<file path="src/rtl/epl_bus_pkg.sv">
// epl_bus_pkg: shared constants and FSM state type for the EPL serial-to-parallel bridge
package epl_bus_pkg;
  localparam int WIDTH_DEF = 32;
  localparam int SYNC_STAGES = 2;
  typedef enum logic {IDLE = 1'b0, SHIFT = 1'b1} state_t;
endpackage

</file>
<file path="src/rtl/epl_sync_edge.sv">
// epl_sync_edge: one-bit input synchronizer with rise/fall detect against a registered copy
module epl_sync_edge
  import epl_bus_pkg::*;
(
  input  logic clk,
  input  logic reset,
  input  logic i_d,
  output logic o_q,
  output logic o_rise,
  output logic o_fall
);
  logic [SYNC_STAGES-1:0] r_sync;
  logic r_prev;
  // shift the pin through the synchronizer and keep one more copy for edge detection
  always_ff @(posedge clk) begin
    if (!reset) begin
      r_sync <= '0;
      r_prev <= 1'b0;
    end else begin
      r_sync <= {r_sync[SYNC_STAGES-2:0], i_d};
      r_prev <= r_sync[SYNC_STAGES-1];
    end
  end
  assign o_q = r_sync[SYNC_STAGES-1];
  assign o_rise = o_q & ~r_prev;
  assign o_fall = ~o_q & r_prev;
endmodule

</file>
<file path="src/rtl/epl_bus_to_io.sv">
// epl_bus_to_io: serial EPL slave that writes a parallel output port and reads back a parallel input port
module epl_bus_to_io
  import epl_bus_pkg::*;
#(
  parameter int WIDTH = WIDTH_DEF
) (
  input  logic             clk,
  input  logic             reset,
  input  logic             EPL_SCLK,
  input  logic             EPL_SDI,
  input  logic             EPL_SLE,
  output logic             EPL_SDO,
  output logic             EPL_INT,
  input  logic [WIDTH-1:0] port_i,
  output logic [WIDTH-1:0] port_o,
  output logic             frame_err
);
  localparam int CW = $clog2(2*WIDTH);
  state_t r_state, w_state_n;
  logic w_sclk_rise, w_sclk_fall, w_sle_rise, w_sle_fall, w_sdi;
  logic w_unused_sclk_q, w_unused_sle_q, w_unused_sdi_rise, w_unused_sdi_fall;
  logic w_start, w_end, w_sle_edge;
  logic [WIDTH-1:0] r_tx, r_rx, r_port_o, r_pi1, r_pi2;
  logic [CW-1:0] r_cnt;
  logic r_int, r_err;

  epl_sync_edge u_sclk (.clk(clk), .reset(reset), .i_d(EPL_SCLK), .o_q(w_unused_sclk_q), .o_rise(w_sclk_rise), .o_fall(w_sclk_fall));
  epl_sync_edge u_sle  (.clk(clk), .reset(reset), .i_d(EPL_SLE),  .o_q(w_unused_sle_q),  .o_rise(w_sle_rise),  .o_fall(w_sle_fall));
  epl_sync_edge u_sdi  (.clk(clk), .reset(reset), .i_d(EPL_SDI),  .o_q(w_sdi),           .o_rise(w_unused_sdi_rise), .o_fall(w_unused_sdi_fall));

  assign w_start = (r_state == IDLE) && w_sle_rise;
  assign w_end = (r_state == SHIFT) && w_sle_fall;
  assign w_sle_edge = w_sle_rise | w_sle_fall;

  // frame framing: SLE rise opens a frame, SLE fall closes it
  always_comb begin
    w_state_n = w_start ? SHIFT : w_end ? IDLE : r_state;
  end

  // state register
  always_ff @(posedge clk) begin
    if (!reset) r_state <= IDLE;
    else r_state <= w_state_n;
  end

  // shift datapath; SLE edges take priority over a coincident SCLK edge
  always_ff @(posedge clk) begin
    if (!reset) begin
      r_tx <= '0;
      r_rx <= '0;
      r_cnt <= '0;
      r_port_o <= '0;
      r_err <= 1'b0;
    end else if (w_start) begin
      r_tx <= port_i;
      r_cnt <= '0;
    end else if (w_end) begin
      if (r_cnt == CW'(WIDTH)) r_port_o <= r_rx;
      else r_err <= 1'b1;
    end else if (r_state == SHIFT && !w_sle_edge && w_sclk_rise) begin
      r_rx <= {r_rx[WIDTH-2:0], w_sdi};
      r_cnt <= (r_cnt == CW'(2*WIDTH-1)) ? r_cnt : r_cnt + 1'b1;
    end else if (r_state == SHIFT && !w_sle_edge && w_sclk_fall) begin
      r_tx <= {r_tx[WIDTH-2:0], 1'b0};
    end
  end

  // input change interrupt; tracking port_i through reset avoids a spurious event on release
  always_ff @(posedge clk) begin
    if (!reset) begin
      r_pi1 <= port_i;
      r_pi2 <= port_i;
      r_int <= 1'b0;
    end else begin
      r_pi1 <= port_i;
      r_pi2 <= r_pi1;
      r_int <= (r_pi1 != r_pi2) | (r_int & ~w_start);
    end
  end

  assign EPL_SDO = r_tx[WIDTH-1];
  assign EPL_INT = r_int;
  assign port_o = r_port_o;
  assign frame_err = r_err;
endmodule
</file>
<file path="config.mk">
export PLATFORM = sky130hd
export DESIGN_NAME = epl_bus_to_io
export DESIGN_NICKNAME = d
export VERILOG_FILES = /design/src/rtl/epl_bus_pkg.sv /design/src/rtl/epl_sync_edge.sv /design/src/rtl/epl_bus_to_io.sv
export SDC_FILE = /design/constraint.sdc
export NUM_CORES = 1
export LEC_CHECK = 0
export CORE_UTILIZATION = 30
export CTS_BUF_LIST = sky130_fd_sc_hd__clkbuf_8
export CTS_CLUSTER_SIZE = 25
export DETAILED_ROUTE_END_ITERATION = 7
export GPL_TIMING_DRIVEN = 0
export PLACE_DENSITY = 0.56
export SYNTH_ARGS = -nofsm -noshare
export SYNTH_HDL_FRONTEND = slang
export SYNTH_SLANG_ARGS = --single-unit
</file>
<file path="constraint.sdc">
create_clock -name clk -period 2.2 [get_ports clk]
set_input_delay 0.44 -clock clk [delete_from_list [all_inputs] [get_ports clk]]
set_output_delay 0.44 -clock clk [all_outputs]
set_load 0.05 [all_outputs]
</file>
==> results of run 1 <==
-- layout make-up --
type	count	area (sq um)
Sequential cell	177	3540
Clock buffer	18	248
Clock inverter	13	146
Multi-Input combinational cell	411	2550
Fill cell	2131	12700
Tap cell	270	338
Buffer	40	180
Inverter	8	30.0
Timing Repair Buffer	70	701
-- cells by family (layout without fill, tap and decap cells) --
logic type / count (synthesis) / in the layout / synth area share, %
fa+ha+maj: 4 / 4 / 0.794
xor+xnor: 34 / 34 / 4.72
compound gates: 77 / 77 / 8.69
simple gates: 231 / 231 / 15.3
mux: 65 / 65 / 11.0
buf+inv: 48 / 149 / 3.33
flops: 177 / 177 / 56.2
-- power by group through the flow --
stage | clock (W) | combinational (W) | sequential, W
after global placement | 0 | 0.000407 | 0.00345
after detailed placement | 0 | 0.000409 | 0.00346
final | 0.00225 | 0.000404 | 0.00338
after CTS | 0.00232 | 0.000411 | 0.00338
after floorplan | 0 | 0.000242 | 0.00345
after global routing | 0.00245 | 0.000449 | 0.00339
-- state kept, by name, indices dropped and copies added (netlist names), 2 cells and up --
signal / cells
port_o: 32
r_pi1: 32
r_pi2: 32
r_rx: 32
r_tx: 32
r_cnt: 6
u_sclk.r_sync: 2
u_sdi.r_sync: 2
u_sle.r_sync: 2
-- how the worst min path moves through the flow --
stage                     startpoint          endpoint  slack, ps
finish               u_sle.r_sync[0]   u_sle.r_sync[1]        440
global route        u_sclk.r_sync[0]  u_sclk.r_sync[1]        460
CTS                  u_sle.r_sync[0]   u_sle.r_sync[1]        440
detailed placement   u_sle.r_sync[0]   u_sle.r_sync[1]        420
global placement     u_sle.r_sync[0]   u_sle.r_sync[1]        420
floorplan           u_sclk.r_sync[0]  u_sclk.r_sync[1]        410
-- through the flow --
stage	utilization (%)	std cells	setup WS (ps)	power (W)
final	37.9	1007	54.4	0.00603
after global routing	37.9	1007	4.07	0.00630
after CTS	37.9	1007	26.4	0.00612
after detailed placement	35.9	976	99.5	0.00387
after global placement	35.9	976	159	0.00386
after floorplan	-	636	514	0.00369
-- metal layers --
metal	vias up	wire length, um	track usage (%)	share of wire (%)
li1	2314	-	-	-
met1	2126	6800	17.4	51
met2	79	5940	20.1	44
met3	11	501	3.17	3.7
met4	0	133	4.02	0.99
met5	-	0	0	0
-- cells in the final DEF, fill, tap and decap left out, types with 3 or more instances in the layout --
cell / instances
clkbuf_8: 18
clkinv_2: 5
clkbuf_1: 24
xnor2_1: 3
nand3_1: 4
nand4_1: 3
mux2i_1: 33
mux2_2: 32
clkdlybuf4s50_1: 70
nor2_1: 66
and2_1: 9
nand2_1: 131
buf_2: 12
a21oi_1: 36
ha_1: 4
inv_1: 9
xor2_1: 31
buf_4: 4
bufinv_16: 3
a311oi_1: 31
dfxtp_1: 177
nor4_1: 6
==> run_results.csv, run 1 <==
group,metric,value,unit
setup_path,rrSetupSlack,320,ps
cts,cts_tree,"built",
logic_synthesis,ys_ff_latch,177,
logic_synthesis,syn_area,6300,sq um
place,port-buffer-count,70,
logic_synthesis,synth.top_cells.by_count,"177 x dfxtp_1, 131 x nand2_1, 66 x nor2_1, 36 x a21oi_1, 33 x mux2i_1",
global_routing,track_usage,12.9,%
floorplanning,dieArea,21600,sq um
setup_path,r2r_end,"r_tx[4]",
route,wire_per_inst,13.3,um
floorplanning,placementRows,52,
sta,fmax,466,MHz
setup_path,worst-r2r-cell-count,8,
cts,clkLatencyLatePin,450,ps
route,post-route-drc-count,0,
cts,cts-htree-levels,4,
sta,hold_ws,437,ps
route,drt_iter0_markers,248,
sta,maxSlewViolCount,0,
setup_path,rr_startpoint,"u_sle.r_sync[1]",
logic_synthesis,yosysUniqueCellTypes,37,
min_path,min_path_type,"flop to flop",
power_and_ir_drop,share_seq_of_total_power,56.0,%
cts,cts_resized,0,
setup_path,slowest_stage,"clkdlybuf4s50_1",
setup_path,cp-end-kind,"primary output",
route,drtPass1Iterations,4,
power_and_ir_drop,power_density,780,nW/um^2
logic_synthesis,syn_inst,636,
place,place.detailed.hpwl,9430,um
cts,cts_hold_buf,0,
floorplanning,initial_core_util,30.9,%
global_routing,grt-ovfl-total,0,
sta,grt_setup_unrepaired,"no",
logic_synthesis,syn_area_per_cell,9.91,sq um
sta,hold_violations,0,
floorplanning,core-area,20400,sq um
power_and_ir_drop,p_switching,0.00139,W
logic_synthesis,synth_top_area_share,56.2,%
setup_path,startpoint,"EPL_INT",
power_and_ir_drop,swShare,23.0,%
power_and_ir_drop,p_leak,2.95,nW
route,totalWireLength,13400,um
cts,cts_made_buffers,17,
cts,clk_pin_slew,90,ps
logic_synthesis,synth-edff-count,0,
setup_path,setup.worst_path.start_class,"flop",
logic_synthesis,synthesis.nets,677,
global_routing,grt_pass1_vias,4234,
sta,finalSetupTns,0,ps
cells_and_area,finalNetCount,766,
sta,clock_skew,7.04,ps
logic_synthesis,synth_most_common_cell,"dfxtp_1",
power_and_ir_drop,p_int,0.00464,W
route,vias,4530,
cts,clock_path_buffers,2,
setup_path,slowest_delay,830,ps
logic_synthesis,ys.flop_type,"dfxtp_1",
min_path,hold_depth,1,
logic_synthesis,yosys.area.top_type,"dfxtp_1",
setup_path,critPathRequiredTime,1760,ps
setup_path,crit_path_end,"EPL_INT",
setup_path,path_cells,"clkdlybuf4s50_1",
route,vias_per_cell,4.50,
cells_and_area,layout-drive-gt1-share,11.3,%
place,place_area,7340,sq um
setup_path,worst-path-buf-inv,1,
setup_path,worstSetupPathType,"flop to primary output",
sta,setup_viol,0,
logic_synthesis,async_flop_share,0,%
global_routing,grt_antenna_before_repair,0,
setup_path,critPathTopFamily,"buffers and inverters",
route,ant_nets,0,
power_and_ir_drop,power_frac_clock,37.3,%
floorplanning,dieWidth,147,um
outcome,status,"complete, no violations",
cts,postCtsSetupRepairBufs,0,
cells_and_area,stdcell_area,7740,sq um
cells_and_area,diodes,0,
power_and_ir_drop,peakVddDrop,0.355,mV
sta,max_slew_margin,56.3,%
global_routing,grt_max_degree,17,
sta,fin_crit_sh,97.5,%
floorplanning,ios,72,
setup_path,crit_arrival,1710,ps
cts,cts_sinks,177,
cts,clock-root-buffer,"clkbuf_8",
flow_run,drv_cap,0,
setup_path,path_depth,1,
floorplanning,die_h,147,um
logic_synthesis,synthTopCellsByArea,"dfxtp_1 56%, nand2_1 7.8%, mux2_2 5.7%",
setup_path,path_max_fanout,2,
place,routabilityCongestion,0.749,
logic_synthesis,yosysWarnings,0,
power_and_ir_drop,combPwrFrac,6.7,%
global_routing,grt_pass1_wl,21700,um
sta,final.min_clock_period,2150,ps
sta,tightestPinTransition,656,ps
logic_synthesis,seq_area_frac_synth,56.2,%
cells_and_area,syn2layout_area_growth,22.7,%
Note: power is estimated with default switching activity, not from simulation.
==> run 2, diff against run 1 <==
--- a/config.mk
+++ b/config.mk
@@ -5,12 +5,14 @@
 export SDC_FILE = /design/constraint.sdc
 export NUM_CORES = 1
 export LEC_CHECK = 0
+export CORE_MARGIN = 3
 export CORE_UTILIZATION = 30
 export CTS_BUF_LIST = sky130_fd_sc_hd__clkbuf_8
 export CTS_CLUSTER_SIZE = 25
 export DETAILED_ROUTE_END_ITERATION = 7
 export GPL_TIMING_DRIVEN = 0
 export PLACE_DENSITY = 0.56
+export REMOVE_ABC_BUFFERS = 1
 export SYNTH_ARGS = -nofsm -noshare
 export SYNTH_HDL_FRONTEND = slang
 export SYNTH_SLANG_ARGS = --single-unit
==> run 2 against run 1 <==
Effect of this change: final area rose by 1.5%; setup slack better by 46 ps; via count decreased by 1.5%; sequential power is essentially flat; register-to-register slack worse by 130 ps; clock power increased by 18%; critical path depth unchanged; utilization increased by 0.55 points; combinational power down 1%; sequential share of layout area is 0.63 points lower; total power is 6.7% higher; critical path type unchanged; largest power group unchanged.
==> run_results.csv, run 2 (synthesis gave the netlist of run 1 again) <==
group,metric,value,unit
sta,timing.final.ws_setup,100,ps
cts,cts_sinks,177,
power_and_ir_drop,p_leak,2.99,nW
cts,cts_made_buffers,17,
power_and_ir_drop,power,0.00643,W
floorplanning,ios,72,
place,port-buffer-count,71,
cts,clkLatencyLatePin,460,ps
sta,fmax,476,MHz
setup_path,rr_startpoint,"u_sle.r_prev",
sta,hold_violations,0,
power_and_ir_drop,peakVddDrop,0.450,mV
floorplanning,placementRows,52,
place,place.detailed.hpwl,7950,um
sta,max_slew_margin,43.8,%
route,drt_iter0_markers,190,
setup_path,critPathRequiredTime,1760,ps
route,totalWireLength,13400,um
floorplanning,die_h,151,um
outcome,status,"complete, no violations",
cts,cts_tree,"built",
place,pre_cts_ws,-660,ps
route,ant_nets,0,
setup_path,cp-end-kind,"primary output",
sta,setup_viol,0,
setup_path,worstSetupPathType,"flop to primary output",
cells_and_area,syn2layout_area_growth,24.5,%
global_routing,track_usage,11.9,%
global_routing,grt-ovfl-total,0,
route,vias_per_cell,4.55,
cells_and_area,diodes,0,
global_routing,grt_pass1_vias,4251,
setup_path,worst-path-buf-inv,1,
power_and_ir_drop,power_density,820,nW/um^2
setup_path,path_cells,"clkdlybuf4s50_1",
sta,hold_ws,396,ps
cells_and_area,final_common_cell,"dfxtp_1",
setup_path,slowest_delay,820,ps
flow_run,drv_cap,0,
sta,grt_setup_unrepaired,"no",
route,post-route-drc-count,0,
floorplanning,dieArea,22800,sq um
cts,clock-root-buffer,"clkbuf_8",
sta,fin_crit_sh,95.4,%
min_path,hold_depth,2,
setup_path,slowest_stage,"clkdlybuf4s50_1",
sta,finalSetupTns,0,ps
route,vias,4460,
route,drtPass1Iterations,4,
route,wire_per_inst,13.7,um
cells_and_area,finalNetCount,738,
setup_path,path_max_fanout,2,
min_path,worstHoldStart,"reset",
floorplanning,initial_core_util,30.9,%
setup_path,critPathTopFamily,"buffers and inverters",
global_routing,grt_max_degree,64,
floorplanning,core-area,20400,sq um
setup_path,crit_arrival,1660,ps
place,routabilityCongestion,0.708,
global_routing,grt_pass1_wl,21300,um
cells_and_area,mostFrequentLayoutCells,"175 x dfxtp_1, 130 x nand2_1, 70 x clkdlybuf4s50_1",
setup_path,setup.worst_path.start_class,"flop",
min_path,hold_end,"r_rx[31]",
cts,clock_path_buffers,2,
cts,cts-htree-levels,4,
sta,maxSlewViolCount,0,
global_routing,grt_antenna_before_repair,0,
sta,clock_skew,15.5,ps
setup_path,rrSetupSlack,190,ps
cells_and_area,layout-drive-gt1-share,12.7,%
floorplanning,dieWidth,151,um
setup_path,r2r_end,"r_tx[12]",
min_path,min_path_type,"input pin to flop",
cts,clk_pin_slew,90,ps
setup_path,worst-r2r-cell-count,6,
sta,tightestPinTransition,839,ps
sta,final.min_clock_period,2100,ps
==> run 2: final cells by class <==
class | count | area [sq um]
fillers | 2067 | 12600
flip-flops and latches | 177 | 3550
multi-input cells | 413 | 2620
repair buffers | 80 | 825
well taps | 270 | 338
clock buffers | 21 | 289
clock inverters | 11 | 198
inverters | 8 | 32.5
==> run 2: per-stage QoR <==
stage	instance area, sq um	utilization [%]	instances
detailed placement	7270	35.6	942
CTS	7790	38.1	975
global route	7850	38.4	980
finish	7850	38.4	980
floorplan	6120	-	596
global placement	7170	35.1	937
==> run 2: where the power goes <==
part	total [W]	internal (W)	switching (W)
registers	0.00338	0.00332	0.0000600
clock network	0.00265	0.00148	0.00117
logic	0.000399	0.000195	0.000204
total	0.00643	0.00500	0.00143
==> run 2: worst max path at each step <==
stage / startpoint / to / slack [ps] / cells after the start
6_report: port_o[1] / port_o[1] / 100 / 1
5_1_grt: u_sle.r_sync[1] / r_rx[21] / 10 / 6
4_1_cts: u_sle.r_sync[1] / r_tx[12] / -30 / 5
3_5_place_dp: u_sle.r_sync[1] / r_tx[29] / -660 / 5
3_3_place_gp: reset / r_tx[1] / -2310 / 3
2_1_floorplan: u_sle.r_prev / r_tx[0] / -660 / 6
==> run 2: timing repair <==
item,in CTS,in global routing
gates cloned,1,1
pin swaps,3,2
endpoints found under the setup margin,71,45
hold buffers,0,0
resized for setup,9,3
setup buffers,0,4
==> run 2: layer usage <==
metal | vias to the layer above | GRT usage [%] | part of all wire, %
met1 | 2110 | 15.2 | 48
met3 | 9 | 3.95 | 4.4
met5 | - | 0 | 0
met4 | 0 | 3.26 | 0.72
met2 | 75 | 19.1 | 47
li1 | 2266 | - | -
